<file path="src/rtl/adj_fmwm_aggregator.sv">
// Sparsity-aware GCN aggregation: one output row of ADJ x (FM*WM) per transaction.
// Fetches only the FM*WM rows selected by the adjacency mask and sums all channels in parallel.
module adj_fmwm_aggregator #(
    parameter int NUM_OF_NODES   = 6,
    parameter int WEIGHT_COLS    = 3,
    parameter int DOT_PROD_WIDTH = 16,
    parameter bit SATURATE       = 1'b1,
    parameter bit ADD_SELF_LOOP  = 1'b0,
    localparam int ROW_W = (NUM_OF_NODES > 1) ? $clog2(NUM_OF_NODES) : 1,
    localparam int DW    = WEIGHT_COLS * DOT_PROD_WIDTH
) (
    input  logic                    clk,
    input  logic                    reset,
    input  logic                    in_valid,
    output logic                    in_ready,
    input  logic [ROW_W-1:0]        in_row,
    input  logic [NUM_OF_NODES-1:0] adj_row,
    output logic                    fm_rd_en,
    output logic [ROW_W-1:0]        fm_rd_addr,
    input  logic [DW-1:0]           fm_rd_data,
    output logic                    out_valid,
    input  logic                    out_ready,
    output logic [ROW_W-1:0]        out_row,
    output logic [DW-1:0]           out_data,
    output logic [ROW_W:0]          out_nnz,
    output logic                    out_sat,
    output logic                    busy
);

    // Handshakes: a transfer happens on a rising edge where valid and ready are both high;
    // valid never depends on ready, and offered data is held until the transfer.

    typedef enum logic [1:0] {IDLE, ISSUE, WAIT, OUT} state_t;

    state_t                  state, state_nxt;
    logic [NUM_OF_NODES-1:0] mask;
    logic [NUM_OF_NODES-1:0] mask_rest;
    logic [NUM_OF_NODES-1:0] self_bit;
    logic [NUM_OF_NODES-1:0] eff_mask;
    logic [ROW_W-1:0]        lowest_idx;
    logic                    lowest_found;
    logic                    pending;
    logic                    accept;
    logic [DW-1:0]           acc_nxt;
    logic                    sat_nxt;
    logic [DOT_PROD_WIDTH:0] ch_sum [WEIGHT_COLS];

    assign in_ready  = (state == IDLE) && !reset;
    assign accept    = in_valid && in_ready;
    assign out_valid = (state == OUT);
    assign busy      = (state != IDLE);
    assign eff_mask  = adj_row | self_bit;
    assign mask_rest = mask & (mask - 1'b1);

    always_comb begin
        for (int j = 0; j < NUM_OF_NODES; j++) begin
            self_bit[j] = ADD_SELF_LOOP && (in_row == ROW_W'(j));
        end
    end

    always_comb begin
        lowest_idx   = '0;
        lowest_found = 1'b0;
        for (int j = 0; j < NUM_OF_NODES; j++) begin
            if (!lowest_found && mask[j]) begin
                lowest_idx   = ROW_W'(j);
                lowest_found = 1'b1;
            end
        end
    end

    always_comb begin
        state_nxt  = state;
        fm_rd_en   = 1'b0;
        fm_rd_addr = '0;
        case (state)
            IDLE: begin
                if (accept) state_nxt = (eff_mask != '0) ? ISSUE : OUT;
            end
            ISSUE: begin
                fm_rd_en   = 1'b1;
                fm_rd_addr = lowest_idx;
                if (mask_rest == '0) state_nxt = WAIT;
            end
            WAIT:    state_nxt = OUT;
            OUT: begin
                if (out_ready) state_nxt = IDLE;
            end
            default: state_nxt = IDLE;
        endcase
    end

    // Carry out of the widened add flags overflow; a clamped channel stays at max
    // because any further addend carries again.
    always_comb begin
        acc_nxt = out_data;
        sat_nxt = out_sat;
        for (int c = 0; c < WEIGHT_COLS; c++) begin
            ch_sum[c] = {1'b0, out_data[c*DOT_PROD_WIDTH +: DOT_PROD_WIDTH]}
                      + {1'b0, fm_rd_data[c*DOT_PROD_WIDTH +: DOT_PROD_WIDTH]};
            if (ch_sum[c][DOT_PROD_WIDTH]) begin
                sat_nxt = 1'b1;
                acc_nxt[c*DOT_PROD_WIDTH +: DOT_PROD_WIDTH] =
                    SATURATE ? {DOT_PROD_WIDTH{1'b1}} : ch_sum[c][DOT_PROD_WIDTH-1:0];
            end else begin
                acc_nxt[c*DOT_PROD_WIDTH +: DOT_PROD_WIDTH] = ch_sum[c][DOT_PROD_WIDTH-1:0];
            end
        end
    end

    always_ff @(posedge clk or posedge reset) begin
        if (reset) begin
            state    <= IDLE;
            mask     <= '0;
            pending  <= 1'b0;
            out_row  <= '0;
            out_data <= '0;
            out_nnz  <= '0;
            out_sat  <= 1'b0;
        end else begin
            state   <= state_nxt;
            pending <= fm_rd_en;
            if (accept) begin
                mask     <= eff_mask;
                out_row  <= in_row;
                out_data <= '0;
                out_nnz  <= '0;
                out_sat  <= 1'b0;
            end else begin
                if (fm_rd_en) mask <= mask_rest;
                if (pending) begin
                    out_data <= acc_nxt;
                    out_sat  <= sat_nxt;
                    out_nnz  <= out_nnz + 1'b1;
                end
            end
        end
    end

endmodule

</file>
<file path="config.mk">
export PLATFORM = sky130hd
export DESIGN_NAME = adj_fmwm_aggregator
export DESIGN_NICKNAME = d
export VERILOG_FILES = /design/src/rtl/adj_fmwm_aggregator.sv
export SDC_FILE = /design/constraint.sdc
export NUM_CORES = 1
export LEC_CHECK = 0
export ABC_AREA = 1
export BUFFER_PORTS_ARGS = -buffer_cell sky130_fd_sc_hd__buf_2
export CAP_MARGIN = 20
export CORE_ASPECT_RATIO = 0.7
export CORE_MARGIN = 2
export CORE_UTILIZATION = 56
export DETAILED_ROUTE_END_ITERATION = 7
export GPL_TIMING_DRIVEN = 0
export HOLD_SLACK_MARGIN = 0.06
export PLACE_DENSITY = 0.79
export SLEW_MARGIN = 5
export SYNTH_ARGS = -nofsm -noshare
export SYNTH_HDL_FRONTEND = slang
export SYNTH_SLANG_ARGS = --single-unit
</file>
<file path="constraint.sdc">
create_clock -name clk -period 2.3 [get_ports clk]
set_clock_uncertainty 0.1 [all_clocks]
set_input_delay 0.115 -clock clk [delete_from_list [all_inputs] [get_ports clk]]
set_output_delay 0.115 -clock clk [all_outputs]
set_load 0.02 [all_outputs]
</file>
# --- Word level (Yosys, flattened, before mapping) ---
# Cells that the tools add are included.
word_totals:
  inputBits: 61
  latch_bits: 0
  out_inout_bits: 63
  mem_bits_ro: 0
  n_memories: 0
  ff_bits: 65
  wordCells: 72
  mem_bits_rw: 0
classes:
  eq_ne: 6
  mul: 0
  n_reduce_logical: 22
  order_cmp: 0
  muxes: 31
  add_sub_neg: 5
  div_mod_pow: 0
  bitwise: 1
  n_shift: 0
op_table:
  columns: ["operator", "count"]
  rows:
  - ["48-bit 2-to-1 mux", 2]
  - ["16-bit by 16-bit adder with 17-bit output", 3]
  - ["16-bit 2-to-1 mux", 3]
  - ["3-bit 2-to-1 mux", 5]
  - ["1-bit 2-to-1 mux", 12]
  - ["6-bit 2-to-1 mux", 2]
  - ["2-bit 2-to-1 mux", 4]
  - ["4-bit 2-to-1 mux", 2]
  - ["2-bit case mux with 4 select lines", 1]
  - ["1-bit logical AND", 7]
  - ["6-bit bitwise AND", 1]
  - ["1-bit zero test", 6]
  - ["6-bit zero test", 1]
  - ["2-bit nonzero test", 3]
  - ["6-bit nonzero test", 1]
  - ["6-bit by 1-bit subtractor with 6-bit output, second input constant", 1]
  - ["4-bit by 1-bit adder with 4-bit output, second input constant", 1]
  - ["2-bit equality test, second input constant", 2]
  - ["2-bit inequality test, second input constant", 2]
  - ["4-bit nonzero test", 1]
  - ["3-bit AND reduction", 1]
  - ["2-bit by 1-bit equality test with 1-bit output, second input constant", 1]
  - ["2-bit zero test", 1]
  - ["2-bit by 1-bit inequality test with 1-bit output, second input constant", 1]
  - ["2-bit AND reduction", 1]

# --- Longest topological paths before layout ---
depth:
  word_depth: 17
  depth_mapped: 12
  ltp_nobuf: 12

# --- Least setup slack after synthesis ---
# Ideal clock, no wire load.
synth_path:
  kind: "register -> register"
  start: "register out_data[0]"
  end: "register out_data[11]"
  n_path_buf: 1
  arrival_time_ns: 1.888
  slack_ns: 0.196
  synth_period_minus_slack_ns: 2.104
  required_ns: 2.084
  setup_time_ns: 0.116
  path_stages_with_launch: 12
  path_cell_list: "dfrtp_1 > ha_1 > fa_1 > nand2_2 > a21oi_2 > nand2_1 > nand2_2 > a21oi_4 > buf_6 > nand3_2 > nand2_1 > nand2_1"
synth_between:
  elab_chain_len: 4
synth_rtl:
  columns: ["item", "line", "source"]
  rows:
  - ["start: declaration", "24", "output logic [DW-1:0] out_data,"]
  - ["start signal: assignment", "132", "out_data <= acc_nxt;"]
  - ["16-bit by 16-bit adder with 17-bit output", "100", "+ {1'b0, fm_rd_data[c*DOT_PROD_WIDTH +: DOT_PROD_WIDTH]};"]
  - ["16-bit 2-to-1 mux", "101", "if (ch_sum[c][DOT_PROD_WIDTH]) begin"]
  - ["48-bit 2-to-1 mux", "131", "if (pending) begin"]
  - ["48-bit 2-to-1 mux", "123", "if (accept) begin"]
# Every way passes these cells. The select of a mux whose other input is x is not followed.
# A chain may end at the register's enable or synchronous reset.

# --- Worst setup path after layout ---
layout_path:
  start: "input fm_rd_data[32]"
  end: "register out_sat"
layout_between:
  elab_chain_len: 4
  word_cells_on_any_way: 6
  classes_between: "1 x add/sub; 3 x mux; 2 x reduce/logical"
layout_rtl:
  columns: ["item", "line", "source"]
  rows:
  - ["start: declaration", "20", "input logic [DW-1:0] fm_rd_data,"]
  - ["16-bit by 16-bit adder with 17-bit output *", "100", null]
  - ["1-bit 2-to-1 mux", "101", null]
  - ["1-bit 2-to-1 mux", "131", null]
  - ["1-bit 2-to-1 mux", "123", null]
  - ["end signal: assignment", "133", "out_sat <= sat_nxt;"]
  - ["end: declaration", "26", "output logic out_sat,"]
# Mark *: on every way between the ends. The rest lies on a longest branch, timed or not. The select of a mux whose other input is x is not followed.

==> summary.md <==
| Metric | Value |
|---|---|
| Status | completed |
| Antenna cell count | 0 |
| CP startpoint kind | input pin |
| Vias/cell | 4.962 |
| Final Net Count | 1214 |
| H-tree Lvls | 3 |
| P_leak | 4.477 nW |
| Iteration-0 DRC Markers | 367 |
| Antenna violations before repair | 0 |
| CTS sink count | 65 |
| Critical path origin | fm_rd_data[32] |
| Detailed Route WL | 15.25 mm |
| Core Util, Final | between 60% and 70% |
| Max-Cap Viols | 0 |
| Async SR Flop Fraction | 100.0% |
| TNS Setup | 0 ns |
| Final Non-Filler Cells | between 1000 and 1500 |
| Worst-Margin Slew | between 0.5 and 0.6 ns |
| Multi-input gate area | roughly 3600 µm² |
| Worst EP required | ~2.4 ns |
| Die W | about 130 µm |
| Critical Path, Cell by Cell | dlygate4sd3_1, buf_2, ha_2, fa_2, nand2_2, a21oi_2, nand2_1, nand2_2, a21oi_4, nand3_1, nand2_1, nand2_1 |
| Cts bufs inserted | 9 |
| Max Slew Vio Count | 0 |
| Syn. warnings | 0 |
| Mapped Cells | between 900 and 1000 |
| Post-DRT Antenna Nets | 0 |
| Minimum clock period | ~2.2 ns |
| Layout Cell Area excl Fill | slightly above 7000 µm² |
| Die area | 11410 µm² |
| Ports | between 100 and 150 |
| Routability Congestion | between 0.9 and 1 |
| Final hold vios | 0 |
| Hold_sp | in_valid |
| Latest clock arrival within the worst-skew pair | between 0.3 and 0.4 ns |
| Power per standard cell area | between 1000 and 1500 nW/µm² |
| RSZ-0062 raised after global routing | no |
| Count of input and output buffers | approximately 120 |
| Wire length per cell | 12.37 µm |
| Worst-path clk slew | approximately 0.05 ns |
| Vias | 6118 |
| Reg2Reg Launch Point | out_data[0] |
| Row count | 31 |
| Vias in the first global route | between 5000 and 6000 |
| Flip-flop and latch area | about 1600 µm² |
| Most repeated library cell on the critical path | nand2_1 |
| Setup-failing EPs final | 0 |
| Synthesized area per cell | ~6.2 µm² |
| Placed cell count | roughly 1200 |
| Kind of end point of the critical path | flip-flop |
| Root buf cell | clkbuf_16 |
| EDFF count, synth | 0 |
| Post-Place Cell Area | between 6000 and 7000 µm² |
| Peak Freq | around 450 MHz |
| Largest net degree at the start of global routing | 62 |
| Drt drc | 0 |
| Netlist Area Pre-Place | 5911 µm² |
| Starting Density | between 50% and 60% |
| Peak supply drop | 0.7712 mV |
| Worst path slowest cell | dlygate4sd3_1 |
| Crit-path max FO | 8 |
| TritonCTS clock tree | done |
| Hold Path Class | input pin to flip-flop |
| First-pass GRT wire length | about 26 mm |
| Share of cells above drive strength 1 | 16.17% |
| WP data arrival | 2.33 ns |
| GRT Resource Usage Total | around 28% |
| WHS | between 0.06 and 0.07 ns |
| Synth cell types | 35 |
| Core footprint | 10320 µm² |
| Slew margin rel. | around 63% |
| Total gr overflow | 0 |
| Largest stage delay, worst path | 0.56 ns |
| Syn_nets | ~1100 |
| Max clock buf depth | 2 |
| First-pass DRT Iterations | 5 |
| Final worst-path cycle share | between 90% and 100% |
| Main synth FF type | dfrtp_1 |
| Final-layout fill cell count | between 900 and 1000 |
| Hpwl dp | about 12 mm |
| Sequential area share after synthesis | about 28% |
| Syn-to-layout area delta | 21.68% |
| Critical path class | input pin to flip-flop |
| Vert. Die Dim | 89.96 µm |
| Synthesized flop and latch total | 65 |
==> per-stage QoR <==
stage | power, mW | worst slack (ns)
finish | 10.70 | 0.09346
global route | 11.82 | 0.003938
CTS | 10.59 | 0.01157
detailed placement | 9.111 | 0.02432
global placement | 8.987 | -0.5546
floorplan | 7.349 | 0.1960
==> registers in the layout (all words and copies together) (netlist names) <==
register	cells
state	2
out_nnz	4
out_data	48
mask	6
out_sat	1
pending	1
out_row	3
==> area by class of cell <==
cell class / instances / area share [%]
Multi-Input combinational cell: 706 / 50.56
Sequential cell: 65 / 22.62
Timing Repair Buffer: 139 / 10.93
Inverter: 163 / 8.542
Clock buffer: 11 / 3.375
Tap cell: 132 / 2.296
Buffer: 12 / 0.9221
Clock inverter: 5 / 0.7655
==> report_power, final <==
group          total (mW)  internal, mW  switching [mW]  leakage, nW
clock                1.41         0.865           0.541        0.142
combinational        7.12          2.54            4.58         3.52
sequential           2.17          1.71           0.464        0.813
total                10.7          5.12            5.59         4.48
==> final timing paths <==
| kind | end | slack (ns) | cells past startpoint |
|---|---|---|---|
| max | out_sat | 0.09 | 12 |
| max in group asynchronous | out_data[40] | 1.47 | 4 |
| min reg2reg | out_row[2] | 0.38 | 2 |
| max reg2reg | out_sat | 0.14 | 11 |
| min in group asynchronous | state[1] | 0.13 | 3 |
| min | mask[0] | 0.07 | 4 |
==> placed cells by master, fill, tap and decap left out, types with 4 or more instances in the layout <==
| master | synthesis | layout |
|---|---|---|
| nor3_1 | 5 | 5 |
| dlygate4sd3_1 | 0 | 12 |
| clkbuf_16 | 0 | 9 |
| o21ai_0 | 23 | 19 |
| nand3_1 | 62 | 61 |
| nand4_1 | 8 | 8 |
| a21oi_1 | 22 | 22 |
| xnor2_1 | 6 | 6 |
| inv_1 | 161 | 160 |
| buf_4 | 1 | 4 |
| and2_1 | 8 | 8 |
| o21ai_1 | 2 | 6 |
| dfrtp_1 | 65 | 65 |
| xor2_1 | 14 | 14 |
| buf_2 | 2 | 125 |
| nand2_2 | 6 | 9 |
| ha_1 | 54 | 53 |
| clkbuf_1 | 7 | 8 |
| nand2_1 | 428 | 425 |
| nor2_1 | 36 | 36 |
==> synthesized netlist by cell type, types with 5 or more instances <==
library cell  number  area, µm²
nand2_1          428       1607
inv_1            161      604.3
dfrtp_1           65       1627
nand3_1           62      310.3
ha_1              54      675.7
nor2_1            36      135.1
o21ai_0           23      115.1
a21oi_1           22      110.1
xor2_1            14      122.6
and2_1             8      50.05
nand4_1            8      50.05
clkbuf_1           7      26.28
nand2_2            6      37.54
xnor2_1            6      52.55
nor3_1             5      25.02
==> kinds of logic after synthesis <==
logic type      count (synthesis)  synth area share [%]
fa+ha+maj                      57                 12.45
flops                          65                 27.52
buf+inv                       175                 11.47
simple gates                  566                 39.10
compound gates                 63                 6.499
xor+xnor                       20                 2.964
==> repair_timing <==
action	CTS	global route
resized for setup	0	13
endpoints found under the setup margin	0	43
hold buffers	12	0
buffers inserted	0	3
endpoints found under the hold margin	76	0
==> worst max-delay path: cells and delay by family <==
| family | cells | cell delay, ns |
|---|---|---|
| AO/OA/AOI/OAI | 2 | 0.40 |
| AND/OR/NAND/NOR | 6 | 0.52 |
| buffers and inverters | 2 | 0.69 |
| adder cells (fa/ha/maj) | 2 | 0.60 |
==> per-layer routing <==
| layer | part of all wire [%] | up-vias | track usage [%] |
|---|---|---|---|
| met1 | 51 | 2706 | 40.65 |
| met3 | 5.9 | 17 | 5.179 |
| met4 | 1.1 | 0 | 6.960 |
| li1 | - | 3218 | - |
| met5 | 0 | - | 0 |
| met2 | 42 | 177 | 42.93 |
(Power assumes the default switching activity.)
